==> config.mk <==
export PLATFORM = sky130hd
export DESIGN_NAME = debouncer_multi
export DESIGN_NICKNAME = d
export VERILOG_FILES = /design/src/rtl/debouncer_pkg.sv /design/src/rtl/debounce_channel.sv /design/src/rtl/debouncer_multi.sv
export SDC_FILE = /design/constraint.sdc
export NUM_CORES = 1
export LEC_CHECK = 0
export ABC_CLOCK_PERIOD_IN_PS = 3100
export CELL_PAD_IN_SITES_DETAIL_PLACEMENT = 0
export CELL_PAD_IN_SITES_GLOBAL_PLACEMENT = 2
export CORE_ASPECT_RATIO = 1.1
export CORE_MARGIN = 5
export CORE_UTILIZATION = 39
export DETAILED_ROUTE_END_ITERATION = 7
export PLACE_DENSITY_LB_ADDON = 0.25
export SKIP_LAST_GASP = 1
export SLEW_MARGIN = 10
export SYNTH_ARGS = -nofsm -noshare
export SYNTH_HDL_FRONTEND = slang
export SYNTH_HIERARCHICAL = 1
export SYNTH_SLANG_ARGS = --single-unit
==> constraint.sdc <==
create_clock -name clk -period 3.1 [get_ports clk]
set_clock_uncertainty 0.15 [all_clocks]
set_input_delay 0.465 -clock clk [delete_from_list [all_inputs] [get_ports clk]]
set_output_delay 0.465 -clock clk [all_outputs]
set_load 0.05 [all_outputs]
==> src/rtl/debouncer_pkg.sv <==
// debouncer_pkg
// Shared definitions for the multi-channel debouncer.
//   state_t     : per-channel FSM state. Bit 1 of the encoding is the
//                 debounced level, so the output is a plain bit decode.
//   SYNC_STAGES : number of synchroniser flops in front of each FSM.
//                 It is 2 when DEBOUNCER_MULTI_SYNC_EN is defined and 0
//                 otherwise.
package debouncer_pkg;

    typedef enum logic [1:0] {
        S_LOW       = 2'b00,
        S_WAIT_HIGH = 2'b01,
        S_HIGH      = 2'b11,
        S_WAIT_LOW  = 2'b10
    } state_t;

`ifdef DEBOUNCER_MULTI_SYNC_EN
    localparam int SYNC_STAGES = 2;
`else
    localparam int SYNC_STAGES = 0;
`endif

endpackage

==> src/rtl/debounce_channel.sv <==
// debounce_channel
// Single-bit debouncer made of an optional synchroniser, a four-state FSM,
// a stability counter and the tick registers.
// Optional feature: DEBOUNCER_MULTI_SYNC_EN inserts a 2-flop synchroniser
// in front of the FSM. Without it, noisy is assumed synchronous to clk.
// Ports:
//   clk        in  system clock, rising edge
//   reset      in  synchronous, active-high reset
//   noisy      in  raw input bit
//   debounced  out filtered level
//   rise_tick  out one-cycle pulse when debounced goes 0->1
//   fall_tick  out one-cycle pulse when debounced goes 1->0
module debounce_channel
    import debouncer_pkg::*;
#(
    parameter int STABLE_CYCLES = 5_000_000,
    parameter int CNT_W         = $clog2(STABLE_CYCLES)
) (
    input  logic clk,
    input  logic reset,
    input  logic noisy,
    output logic debounced,
    output logic rise_tick,
    output logic fall_tick
);

    // The WAIT state is left while count equals this value. The entry
    // cycle and the final cycle each account for one sample, so the total
    // qualification time is STABLE_CYCLES.
    localparam logic [CNT_W-1:0] LAST_COUNT = CNT_W'(STABLE_CYCLES - 2);

    logic             sample;
    state_t           state;
    state_t           state_next;
    logic [CNT_W-1:0] count;
    logic [CNT_W-1:0] count_next;

`ifdef DEBOUNCER_MULTI_SYNC_EN
    logic [SYNC_STAGES-1:0] sync_ff;

    // Two-flop synchroniser that brings the asynchronous input into the clk domain.
    always_ff @(posedge clk) begin
        if (reset) begin
            sync_ff <= '0;
        end else begin
            sync_ff <= {sync_ff[SYNC_STAGES-2:0], noisy};
        end
    end

    assign sample = sync_ff[SYNC_STAGES-1];
`else
    assign sample = noisy;
`endif

    // State and counter registers.
    always_ff @(posedge clk) begin
        if (reset) begin
            state <= S_LOW;
            count <= '0;
        end else begin
            state <= state_next;
            count <= count_next;
        end
    end

    // Next-state logic. Any opposing sample during a WAIT state returns to
    // the stable state, and the count restarts on the next attempt.
    always_comb begin
        state_next = state;
        count_next = count;
        case (state)
            S_LOW: begin
                if (sample) begin
                    state_next = S_WAIT_HIGH;
                    count_next = '0;
                end
            end
            S_WAIT_HIGH: begin
                if (!sample) begin
                    state_next = S_LOW;
                    count_next = '0;
                end else if (count == LAST_COUNT) begin
                    state_next = S_HIGH;
                end else begin
                    count_next = count + CNT_W'(1);
                end
            end
            S_HIGH: begin
                if (!sample) begin
                    state_next = S_WAIT_LOW;
                    count_next = '0;
                end
            end
            S_WAIT_LOW: begin
                if (sample) begin
                    state_next = S_HIGH;
                    count_next = '0;
                end else if (count == LAST_COUNT) begin
                    state_next = S_LOW;
                end else begin
                    count_next = count + CNT_W'(1);
                end
            end
            default: begin
                state_next = S_LOW;
                count_next = '0;
            end
        endcase
    end

    // Registered level decode and edge ticks. Each tick is formed from the
    // new level against the previous level, so it coincides with the
    // change on debounced. Both ticks cannot be high at the same time.
    always_ff @(posedge clk) begin
        if (reset) begin
            debounced <= 1'b0;
            rise_tick <= 1'b0;
            fall_tick <= 1'b0;
        end else begin
            debounced <= state[1];
            rise_tick <= state[1] & ~debounced;
            fall_tick <= ~state[1] & debounced;
        end
    end

endmodule

==> src/rtl/debouncer_multi.sv <==
// debouncer_multi
// N-channel push-button/switch debouncer. Each channel is independent. A
// level change is accepted only after the input has held its new value for
// STABLE_CYCLES consecutive samples.
// Optional feature: DEBOUNCER_MULTI_SYNC_EN adds a 2-flop synchroniser per
// channel, which adds 2 cycles of latency.
// Ports:
//   clk        in  system clock, rising edge
//   reset      in  synchronous, active-high reset
//   noisy      in  [CHANNELS] raw inputs
//   debounced  out [CHANNELS] filtered levels
//   rise_tick  out [CHANNELS] one-cycle pulse on each 0->1 of debounced
//   fall_tick  out [CHANNELS] one-cycle pulse on each 1->0 of debounced
module debouncer_multi
    import debouncer_pkg::*;
#(
    parameter int CHANNELS      = 4,
    parameter int STABLE_CYCLES = 5_000_000,
    parameter int CNT_W         = $clog2(STABLE_CYCLES)
) (
    input  logic                clk,
    input  logic                reset,
    input  logic [CHANNELS-1:0] noisy,
    output logic [CHANNELS-1:0] debounced,
    output logic [CHANNELS-1:0] rise_tick,
    output logic [CHANNELS-1:0] fall_tick
);

    // One independent debouncer per input bit.
    for (genvar i = 0; i < CHANNELS; i++) begin : g_channel
        debounce_channel #(
            .STABLE_CYCLES (STABLE_CYCLES),
            .CNT_W         (CNT_W)
        ) u_channel (
            .clk       (clk),
            .reset     (reset),
            .noisy     (noisy[i]),
            .debounced (debounced[i]),
            .rise_tick (rise_tick[i]),
            .fall_tick (fall_tick[i])
        );
    end

endmodule

# Word level (Yosys, flattened, before mapping)
# Index checks and enable logic that the tools add are counted.
totals:
  reg_bits: 112
  input_bits: 6
  output_inout_bits: 12
  word_cells: 136
op_classes:
  add_sub_neg: 4
  n_eq_ne: 32
  muxes: 52
  bitwise: 16
  reduce_logical: 12
ops:
  columns: ["operator", "n"]
  rows:
  - ["$mux 23", 20]
  - ["$pmux 23 s4", 4]
  - ["$add 23x1->23 const B", 4]
  - ["$eq 23x23->1 const B", 4]
  - ["$mux 2", 24]
  - ["$pmux 2 s4", 4]
  - ["$ne 3x2->1 const B", 8]
  - ["$eq 2x2->1 const B", 8]
  - ["$ne 2x2->1 const B", 8]
  - ["$reduce_and 4->1", 4]
  - ["$and 1x1->1", 8]
  - ["$eq 2x1->1 const B", 4]
  - ["$logic_not 2->1", 4]
  - ["$not 1->1", 8]
  - ["$reduce_and 2->1", 4]

# Depth between registers and ports, before layout
# Gate-level depths: netlist of run 1.
logic_depth:
  word_depth: 4
  ltp_mapped: 8
  ltp_nobuf: 7

# Hierarchy
# The synthesis of run 1 kept the hierarchy.
by_module_without_submodules:
  columns: ["module", "instances", "cells_per_inst", "area_each_um2", "seq_area_each_um2"]
  rows:
  - ["debounce_channel (g_channel[1].u_channel ...)", 2, 177, 1560.2, 560.5]
  - ["debounce_channel (g_channel[3].u_channel)", 1, 198, 1675.4, 560.5]
  - ["debounce_channel (g_channel[0].u_channel)", 1, 173, 1508.9, 560.5]

# Worst setup path after synthesis of run 1
# OpenSTA, ideal clock, no wires.
synth_path:
  path_kind: "register to register"
  start: "register g_channel[3].u_channel.state[0]"
  end: "register g_channel[3].u_channel.count[17]"
  setup_ns: 0.072
  arrival_time_ns: 2.077
  required_ns: 2.878
  slack_ns: 0.801
  stages_incl_launch_ff: 8
  cell_sequence: "dfxtp_1 inv_1 ha_1 mux2_4 or4_1 clkbuf_2 or4_1 a21oi_1"
synth_via:
  elab_chain_cells: 3
  word_cells_on_any_way: 8
  classes_between: "5 x eq/ne; 1 x mux; 2 x reduce/logical"
synth_rtl:
  columns: ["item", "line", "source"]
  rows:
  - ["from (decl)", "debounce_channel.sv:33", "state_t state;"]
  - ["from (signal assigned)", "debounce_channel.sv:61", "state <= state_next;"]
  - ["$eq 2x2->1 or $logic_not 2->1 (tied branches)", "debounce_channel.sv:71", "case (state)"]
  - ["$ne 2x2->1 (no line)", null, null]
  - ["$reduce_and 2->1 (no line)", null, null]
  - ["to (signal assigned)", "debounce_channel.sv:62", "count <= count_next;"]
  - ["to (decl)", "debounce_channel.sv:35", "logic [CNT_W-1:0] count;"]
# Parallel ways exist; a longest one is shown, timed or not.
# A chain may end at the register's enable or synchronous reset.

# Worst setup path after layout of run 1
layout_path:
  start: "register g_channel[0].u_channel.count[1]"
  end: "register g_channel[0].u_channel.count[13]"
layout_via:
  elab_chain_cells: 4
  word_cells_on_any_way: 6
  classes_between: "1 x add/sub; 1 x eq/ne; 4 x mux"
layout_rtl:
  columns: ["item", "line"]
  rows:
  - ["from (decl)", "debounce_channel.sv:35"]
  - ["from (signal assigned)", "debounce_channel.sv:62"]
  - ["$add 23x1->23 or $eq 23x23->1 (tied branches)", null]
  - ["$mux 23 (*)", "debounce_channel.sv:82, debounce_channel.sv:98"]
  - ["$mux 23, on equally long branches", "debounce_channel.sv:95, debounce_channel.sv:79"]
  - ["$pmux 23 s4 (*)", "debounce_channel.sv:71"]
# Mark *: on every way between the ends. The rest lies on a longest branch, timed or not.

==> results of run 1 <==
==> placed cells by master, fill, tap and decap left out, drive strengths merged, types with 12 or more instances in the layout <==
master / count
nor3: 21
nor2: 68
or3: 15
and4: 15
mux2i: 19
inv: 24
xnor2: 29
nor4: 12
nand4: 40
nand2: 42
buf: 14
clkdlybuf4s50: 17
dfxtp: 112
a21oi: 49
and3: 14
mux2: 14
o21ai: 27
nand3: 45
ha: 25
==> area by class of cell <==
| class | count | share of cell area [%] |
|---|---|---|
| multi-input cells | 555 | 54.7 |
| clock buffers | 10 | 3.44 |
| clock inverters | 5 | 0.487 |
| flip-flops and latches | 112 | 32.3 |
| inverters | 25 | 1.35 |
| repair buffers | 31 | 4.14 |
| well taps | 200 | 3.60 |
==> per-layer routing <==
metal  vias up  global-route usage [%]  routed length, um
met5         -                       0                  0
met4         0                    5.80                224
met3        17                    2.35                407
met2        64                    24.9               6520
met1      2545                    20.9               7040
li1       2711                       -                  -
==> flip-flops by register name, indices dropped and copies added, names as in the netlist <==
name and cells:
g_channel.u_channel/count 92, g_channel.u_channel/state 8, g_channel.u_channel/debounced 4, g_channel.u_channel/fall_tick 4, g_channel.u_channel/rise_tick 4
==> stage by stage <==
stage,utilization [%],hold WS (ns),area (sq um)
2_1_floorplan,-,0.301,6300
3_3_place_gp,42.2,0.269,6670
3_5_place_dp,42.2,0.283,6670
4_1_cts,44.0,0.292,6940
5_1_grt,44.0,0.317,6940
6_report,44.0,0.284,6940
==> worst min path at each step <==
stage | to | slack, ns | cells past startpoint
finish | g_channel[1].u_channel/rise_tick$_SDFF_PP0_ | 0.28 | 1
global route | g_channel[2].u_channel/rise_tick$_SDFF_PP0_ | 0.32 | 1
CTS | g_channel[1].u_channel/rise_tick$_SDFF_PP0_ | 0.29 | 1
detailed placement | g_channel[1].u_channel/rise_tick$_SDFF_PP0_ | 0.28 | 1
global placement | g_channel[2].u_channel/rise_tick$_SDFF_PP0_ | 0.27 | 1
floorplan | g_channel[0].u_channel/fall_tick$_SDFF_PP0_ | 0.30 | 1
==> worst max-delay path, stage by stage (launching register included) <==
cell	delay (ns)
sky130_fd_sc_hd__dfxtp_1	0.44
sky130_fd_sc_hd__ha_1	0.19
sky130_fd_sc_hd__nor4b_1	0.41
sky130_fd_sc_hd__nand3_1	0.46
sky130_fd_sc_hd__o2111ai_4	0.43
sky130_fd_sc_hd__xor2_1	0.19
sky130_fd_sc_hd__nor2_1	0.05
==> cell families after synthesis <==
kind of cell    share of synthesized area, %
xor+xnor                                5.56
mux                                     5.93
simple gates                            29.9
fa+ha+maj                               4.96
flops                                   35.6
compound gates                          13.9
buf+inv                                 4.23
==> report_power, final <==
| group | internal (mW) | total [mW] | switching (mW) |
|---|---|---|---|
| registers | 1.48 | 1.53 | 0.0441 |
| clock network | 0.562 | 1.09 | 0.529 |
| logic | 0.259 | 0.675 | 0.416 |
==> results.md, run 1 <==
- The run finished with clean final reports.
- The quantity of I/O buffers inserted on ports is 17.
- The maximum buffer depth of the clock tree is 2.
- For the worst flop-to-flop path, the logic depth is 6.
- The worst reg2reg path startpoint is g_channel[0].u_channel/count[1]$_SDFFE_PP0P_.
- The launch instance of the worst min-delay path is g_channel[1].u_channel/debounced$_SDFF_PP0_.
- The kind of path behind the tightest hold check is reg2reg.
- The worst path in the final design needs a cycle of 2.44 ns, including I/O delays and setup.
- Setup violations remaining at the end of the flow were counted as 0.
- The arrival time of data at the critical path endpoint is 2.53 ns.
- Once the floorplan was initialized, standard cells occupied 39.9% of the core.
- For the pin with the worst max-slew slack, the measured transition is 0.681 ns.
- The synthesized design spends more area on one cell type than any other, namely sky130_fd_sc_hd__dfxtp_1.
- The final antenna-violating net count is 0.
- The via count of the first global-routing pass is 5,010.
- Clock latency on the worst-skew pair, taken at its later pin, is 0.36 ns.
- The total clock sinks is 112.
- The termination of the worst setup path is g_channel[0].u_channel/count[13]$_SDFFE_PP0P_.
- In the post-synthesis netlist, the cell with the most instances is sky130_fd_sc_hd__dfxtp_1.
- The die extent in x is 131 um.
- After detailed routing, the average wire length per cell comes to 15.1 um.
- Post-CTS timing repair inserted 0 buffers for setup.
- The total count of max-transition violations in the final report is 0.
- The start point of the critical path is g_channel[0].u_channel/count[1]$_SDFFE_PP0P_.
- The final critical path takes up 78.6% of the cycle.
- The fraction of final layout cells with drive strength greater than 1 is 9.21%.
- The fraction of synthesis flops using an asynchronous set or reset pin is 0%.
- The primary flip-flop cell chosen by synthesis mapping is sky130_fd_sc_hd__dfxtp_1.
- By startpoint and endpoint, the worst setup path is classified as reg2reg.
- The number of ports placed on the die boundary is 18.
- The TritonCTS clock tree is built.
- The capturing point of the worst reg2reg path is g_channel[0].u_channel/count[13]$_SDFFE_PP0P_.
- The tree is rooted in a sky130_fd_sc_hd__clkbuf_16.
- The tightest slew margin relative to the limit is 54.5%.
- Setup repair after global routing left no endpoint under its margin.
- The total area inside the core boundary comes to 15,800 sq um.
- The number of nets in the synthesized netlist is 756.
- Counting tap cells, the placed design contains a total of 923 instances.
- The die area is 18,800 sq um.
- The timing-limited maximum frequency is 410 MHz.
- The placed wire-length estimate after detailed placement is 10.0 mm.
- The relative area change from synthesis to final layout is 10.1%.
- In this run, the number of DRC markers left after iteration 0 of detailed routing was 281.
- In the synthesized netlist, the number of instances is 725.
- TritonCTS created 9 clock buffers.
- After detailed routing, the total wire length is 14.2 mm.
- The summed negative setup slack over all endpoints is 0 ns.
- The warning count from the yosys run is 6.
- The remaining global-route overflow is 0.
- Sequential cells were found to cover 35.6% of the synthesized design area.
- The critical path launch point type is a flop.
- The count of non-filler cells in the finished layout is 938.
- In the final layout, the multi-input gates occupy 3800 sq um.
- Summed over its instances, the top area cell type makes up 35.6% of the synthesized netlist area.
- STA puts the critical path data required time at 3.19 ns.
- The worst setup slack after layout is 0.663 ns.
- The H-tree was split into 3 levels.
- For this run, design rule violations remaining after detail routing come to 0.
- Ranked by total cell area, the synthesized netlist is headed by sky130_fd_sc_hd__dfxtp_1 36%, sky130_fd_sc_hd__ha_1 5.0%, sky130_fd_sc_hd__nor2_1 4.0%.
- The design draws 3.29 mW.
- The routability congestion estimate is 0.847.
- For flop-to-flop paths, the worst setup slack is 0.66 ns.
- The number of distinct standard cells referenced by the synthesized netlist is 69.
- Prior to clock tree synthesis, the placed netlist has a worst setup slack of 0.329 ns.
- The first detailed-routing pass took 4 iterations.
- The first global-routing pass estimated 24.5 mm of wire.
- Across all layers, the routed design uses 5,337 vias.
- The via-per-instance ratio is 5.69.
- The worst-case IR drop observed on VDD is 0.280 mV.
- The commonest cells after synthesis are 112 x sky130_fd_sc_hd__dfxtp_1, 68 x sky130_fd_sc_hd__nor2_1, 49 x sky130_fd_sc_hd__a21oi_1, 45 x sky130_fd_sc_hd__nand3_1, 42 x sky130_fd_sc_hd__nand2_1.
- Fill cells in the final layout number 1,537.
- In this run the static leakage power is 2.25 nW.
- In this run, post-CTS repair resized a total of 0 instances.
- After synthesis the netlist holds a flip-flop and latch count of 112.
- STA classifies the critical path endpoint as a flop.
- After clock tree synthesis, the flow added hold-fix buffers numbering 0.
- From bottom edge to top edge, the die measures 143 um.
- Across the whole layout, storage elements account for 2240 sq um.
- 0 antenna diodes ended up in the layout.
- Entering global routing, the biggest net connects 43 pins.
- In this run the core area contains 48 standard-cell rows.
- The clock-pin slew on the worst setup and hold paths is 0.07 ns.
- The post-synthesis instance area is 6300 sq um.
- The final count of hold timing violations came to 0.
- The areal power density over the cells is 474 nW/um^2.
- The maximum fanout encountered on the critical timing path is 9.
- In the final design database the tool counted 765 nets.
- The max capacitance violation total is 0.
- The number of antenna violations at the first check in global routing was 0.
- The post-synthesis average cell area is 8.70 sq um.
- The number of enable flip-flop cells after synthesis is 0.
- Global routing used 15.4% of the available tracks.
Note: power is estimated with default switching activity, not from simulation.
==> run 2: changes to the inputs <==
--- a/config.mk
+++ b/config.mk
@@ -5,7 +5,7 @@
 export SDC_FILE = /design/constraint.sdc
 export NUM_CORES = 1
 export LEC_CHECK = 0
-export ABC_CLOCK_PERIOD_IN_PS = 3100
+export ABC_CLOCK_PERIOD_IN_PS = 2360
 export CELL_PAD_IN_SITES_DETAIL_PLACEMENT = 0
 export CELL_PAD_IN_SITES_GLOBAL_PLACEMENT = 2
 export CORE_ASPECT_RATIO = 1.1
==> constraint.sdc (replaced) <==
create_clock -name clk -period 2.36 [get_ports clk]
set_clock_uncertainty 0.15 [all_clocks]
set_input_delay 0.354 -clock clk [delete_from_list [all_inputs] [get_ports clk]]
set_output_delay 0.354 -clock clk [all_outputs]
set_load 0.05 [all_outputs]
==> run 2 against run 1 <==
  * Core utilization increased by 2.3 points
  * Global-route usage increased by 0.31 points
  * Critical path depth unchanged
  * Clock power increased by 50%
  * Fmax increased by 7.3%
  * Total power increased by 40%
  * First-iteration DRC count increased by 32%
  * Register-to-register slack got worse by 0.57 ns
  * Final cell count increased by 4.4%
  * Worst hold slack improved by 0.0027 ns
  * Flip-flop and latch count unchanged
==> results.md, run 2 (same netlist as run 1, synthesis figures left out) <==
- The total clock sinks is 112 (unchanged).
- Cell-by-cell listing of the critical path: inv_1, ha_1, mux2_4, or4_1, or4_1, a21oi_1 (was ha_1, nor4b_1, nand3_1, o2111ai_4, xor2_1, nor2_1).
- The initial detailed-routing violation count is 371 (was 281).
- The post-layout minimum cycle time was 2.27 ns (was 2.44 ns).
- The max capacitance violation total is 0 (unchanged).
- The die area is 18,800 sq um (unchanged).
- The TritonCTS clock tree is built (unchanged).
- The number of detailed-route iterations in the first pass is 5 (was 4).
- The average detailed-routed wire length per instance is 15.1 um (about the same).
- Outcome: finished, final reports clean (unchanged).
- The worst hold path depth is 1 (unchanged).
- The register containing the most flip-flops in the final layout is g_channel.u_channel/count (unchanged).
- The standard-cell row count is 48 (unchanged).
- The routability congestion estimate came to 0.831 (was 0.847).
- The fraction of final layout cells with drive strength greater than 1 was 14.1% (was 9.21%).
- The placed wire-length estimate after detailed placement was 10.8 mm (was 10.0 mm).
- The instance count after placement with tap cells included is 963 (was 923).
- The total count of max-transition violations in the final report is 0 (unchanged).
- The final antenna-violating net count is 0 (unchanged).
- The clock insertion delay at the later pin of the skew report came to 0.35 ns (was 0.36 ns).
- The via count of the first global-routing pass is 5,127 (was 5,010).
- The arrival time of data at the critical path endpoint is 2.40 ns (was 2.53 ns).
- The maximum buffer depth of the clock tree is 2 (unchanged).
- The count of non-filler cells in the finished layout was 979 (was 938).
- Registers with the highest flip-flop counts: g_channel.u_channel/count x92, g_channel.u_channel/state x8 (unchanged).
- The leading cell type in the layout, fill and taps excluded is sky130_fd_sc_hd__dfxtp_1 (unchanged).
- The maximum fanout encountered on the critical timing path is 4 (was 9).
- The quantity of I/O buffers inserted on ports is 17 (unchanged).
- The vias after detailed routing is 5,534 (was 5,337).
- The worst reg2reg path startpoint is g_channel[3].u_channel/state[0]$_SDFFE_PP0P_ (was g_channel[0].u_channel/count[1]$_SDFFE_PP0P_).
- The relative area change from synthesis to final layout is 15.9% (was 10.1%).
- The number of buffer and inverter stages on the critical path is 1 (was 0).
- The static leakage is 2.47 nW (was 2.25 nW).
- The endpoint class of the critical path is a flop (unchanged).
- The total clock buffers created by CTS is 9 (unchanged).
- The clock-pin slew on the worst setup and hold paths came to 0.07 ns (about the same).
- The register-to-register path setup slack was 0.09 ns (was 0.66 ns).
- Top library cells by usage in the layout, fill and taps aside: 111 x sky130_fd_sc_hd__dfxtp_1, 68 x sky130_fd_sc_hd__nor2_1, 52 x sky130_fd_sc_hd__buf_4 (was 112 x sky130_fd_sc_hd__dfxtp_1, 68 x sky130_fd_sc_hd__nor2_1, 49 x sky130_fd_sc_hd__a21oi_1).
- The launch instance of the worst min-delay path was g_channel[2].u_channel/debounced$_SDFF_PP0_ (was g_channel[1].u_channel/debounced$_SDFF_PP0_).
- The die height is 143 um (unchanged).
- The start point of the critical path is g_channel[3].u_channel/state[0]$_SDFFE_PP0P_ (was g_channel[0].u_channel/count[1]$_SDFFE_PP0P_).
- The terminating pin of the worst hold path is g_channel[2].u_channel/rise_tick$_SDFF_PP0_ (was g_channel[1].u_channel/rise_tick$_SDFF_PP0_).
- The via-per-instance ratio is 5.65 (was 5.69).
- The number of nets in the final layout is 805 (was 765).
- The areal power density over the cells came to 630 nW/um^2 (was 474 nW/um^2).
- The number of setup violations in the final report is 0 (unchanged).
- The DRC violation count after routing is 0 (unchanged).
- The worst-case hold slack is 0.287 ns (was 0.284 ns).
- The number of antenna violations at the first check in global routing is 0 (unchanged).
- The die extent in x came to 131 um (unchanged).
- The critical-path cell with the highest stage delay is sky130_fd_sc_hd__or4_1 (was sky130_fd_sc_hd__nand3_1).
- The final routed wirelength across all metal layers is 14.8 mm (was 14.2 mm).
- The slew of the pin with the lowest slew margin was 0.554 ns (was 0.681 ns).
- The number of buffers inserted for hold repair after clock tree synthesis is 0 (unchanged).
- The maximum number of pins on one net before global-route repair was 24 (was 43).
- The number of ports placed on the die boundary was 18 (unchanged).
- The type of the worst setup path is reg2reg (unchanged).
- The clock tree root driver cell is sky130_fd_sc_hd__clkbuf_16 (unchanged).
- The most frequent cell on the critical path is sky130_fd_sc_hd__or4_1.
- The required time of the critical path is 2.49 ns (was 3.19 ns).
- The timing-limited maximum frequency is 440 MHz (was 410 MHz).
- The capturing point of the worst reg2reg path is g_channel[3].u_channel/count[17]$_SDFFE_PP0P_ (was g_channel[0].u_channel/count[13]$_SDFFE_PP0P_).
- The flip-flop count of the largest register after layout is 92 (unchanged).
- The floorplan core area came to 15,800 sq um (unchanged).
- The remaining global-route overflow came to 0 (unchanged).
- The tightest slew margin relative to the limit is 63.0% (was 54.5%).
- The number of antenna repair diodes came to 0 (unchanged).
- The initial standard-cell utilization of the core came to 39.9% (unchanged).
- The final count of hold timing violations is 0 (unchanged).
- The kind of cell adding the most delay to the critical path was simple AND/OR/NAND/NOR gates (unchanged).
- The number of H-tree branching levels is 3 (unchanged).
- The share of the clock period used by the worst path after layout is 96.2% (was 78.6%).
- The maximum VDD drop is 0.371 mV (was 0.280 mV).
- Setup repair after global routing missed its margin: yes (was no).
- The largest incremental delay on the critical path is 0.56 ns (was 0.46 ns).
- The cell depth of the worst flop-to-flop path came to 6 (unchanged).
- The kind of path behind the tightest hold check is reg2reg (unchanged).
- The global-route wire length before repair is 24.9 mm (was 24.5 mm).
- The global routing usage summed across all routing layers came to 15.7% (was 15.4%).
- The critical path launch point type is a flop (unchanged).
run 2: worst max-delay path by stage:
stage / to / slack (ns) / cells past startpoint
final: g_channel[3].u_channel/count[17]$_SDFFE_PP0P_ / 0.09 / 6
after global routing: g_channel[3].u_channel/count[21]$_SDFFE_PP0P_ / -0.01 / 7
after CTS: g_channel[3].u_channel/count[8]$_SDFFE_PP0P_ / 0.05 / 8
after detailed placement: g_channel[3].u_channel/count[8]$_SDFFE_PP0P_ / -0.17 / 7
after global placement: g_channel[3].u_channel/count[17]$_SDFFE_PP0P_ / -0.15 / 5
after floorplan: g_channel[3].u_channel/count[17]$_SDFFE_PP0P_ / 0.06 / 7
run 2: final cells by class:
| type | instances | area [sq um] |
|---|---|---|
| clock inverter | 5 | 81.3 |
| sequential | 112 | 2240 |
| timing repair buffer | 71 | 601 |
| fill | 1530 | 8490 |
| inverter | 25 | 93.8 |
| multi-input combinational | 555 | 3810 |
| tap | 200 | 250 |
| clock buffer | 11 | 233 |
run 2: worst register-to-register path: stages, from the launching register on:
cell                      delay (ns)
sky130_fd_sc_hd__dfxtp_2        0.35
sky130_fd_sc_hd__inv_1          0.09
sky130_fd_sc_hd__ha_1           0.22
sky130_fd_sc_hd__mux2_4         0.28
sky130_fd_sc_hd__or4_1          0.56
sky130_fd_sc_hd__or4_1          0.42
sky130_fd_sc_hd__a21oi_1        0.15
run 2: layer usage:
metal  up-vias  GRT usage, %  wire, um
met1      2641          20.8      7090
li1       2777             -         -
met3        17          2.80       530
met4         0          5.47       215
met2        99          26.0      6980
met5         -             0         0
run 2: per-stage QoR:
step                utilization, %  setup slack [ns]  instance area [sq um]  total power, mW  TNS (ns)
floorplan                        -            0.0607                   6300             2.71         0
global placement              44.2            -0.148                   6980             2.98     -1.00
detailed placement            44.2            -0.168                   6980             3.01     -1.52
CTS                           46.2            0.0490                   7300             4.68         0
global route                  46.3          -0.00960                   7310             4.87   -0.0190
finish                        46.3            0.0891                   7310             4.61         0
run 2: power by group:
part / total, mW / internal [mW] / switching [mW]
Sequential: 2.00 / 1.95 / 0.0540
Combinational: 0.960 / 0.392 / 0.568
Clock: 1.64 / 0.933 / 0.710
Total: 4.61 / 3.27 / 1.33
run 2: repair_timing:
item / 4_1_cts / 5_1_grt
buffers inserted: 0 / 0
setup endpoints to repair: 0 / 9
endpoints found under the hold margin: 0 / 0
resized for setup: 0 / 3
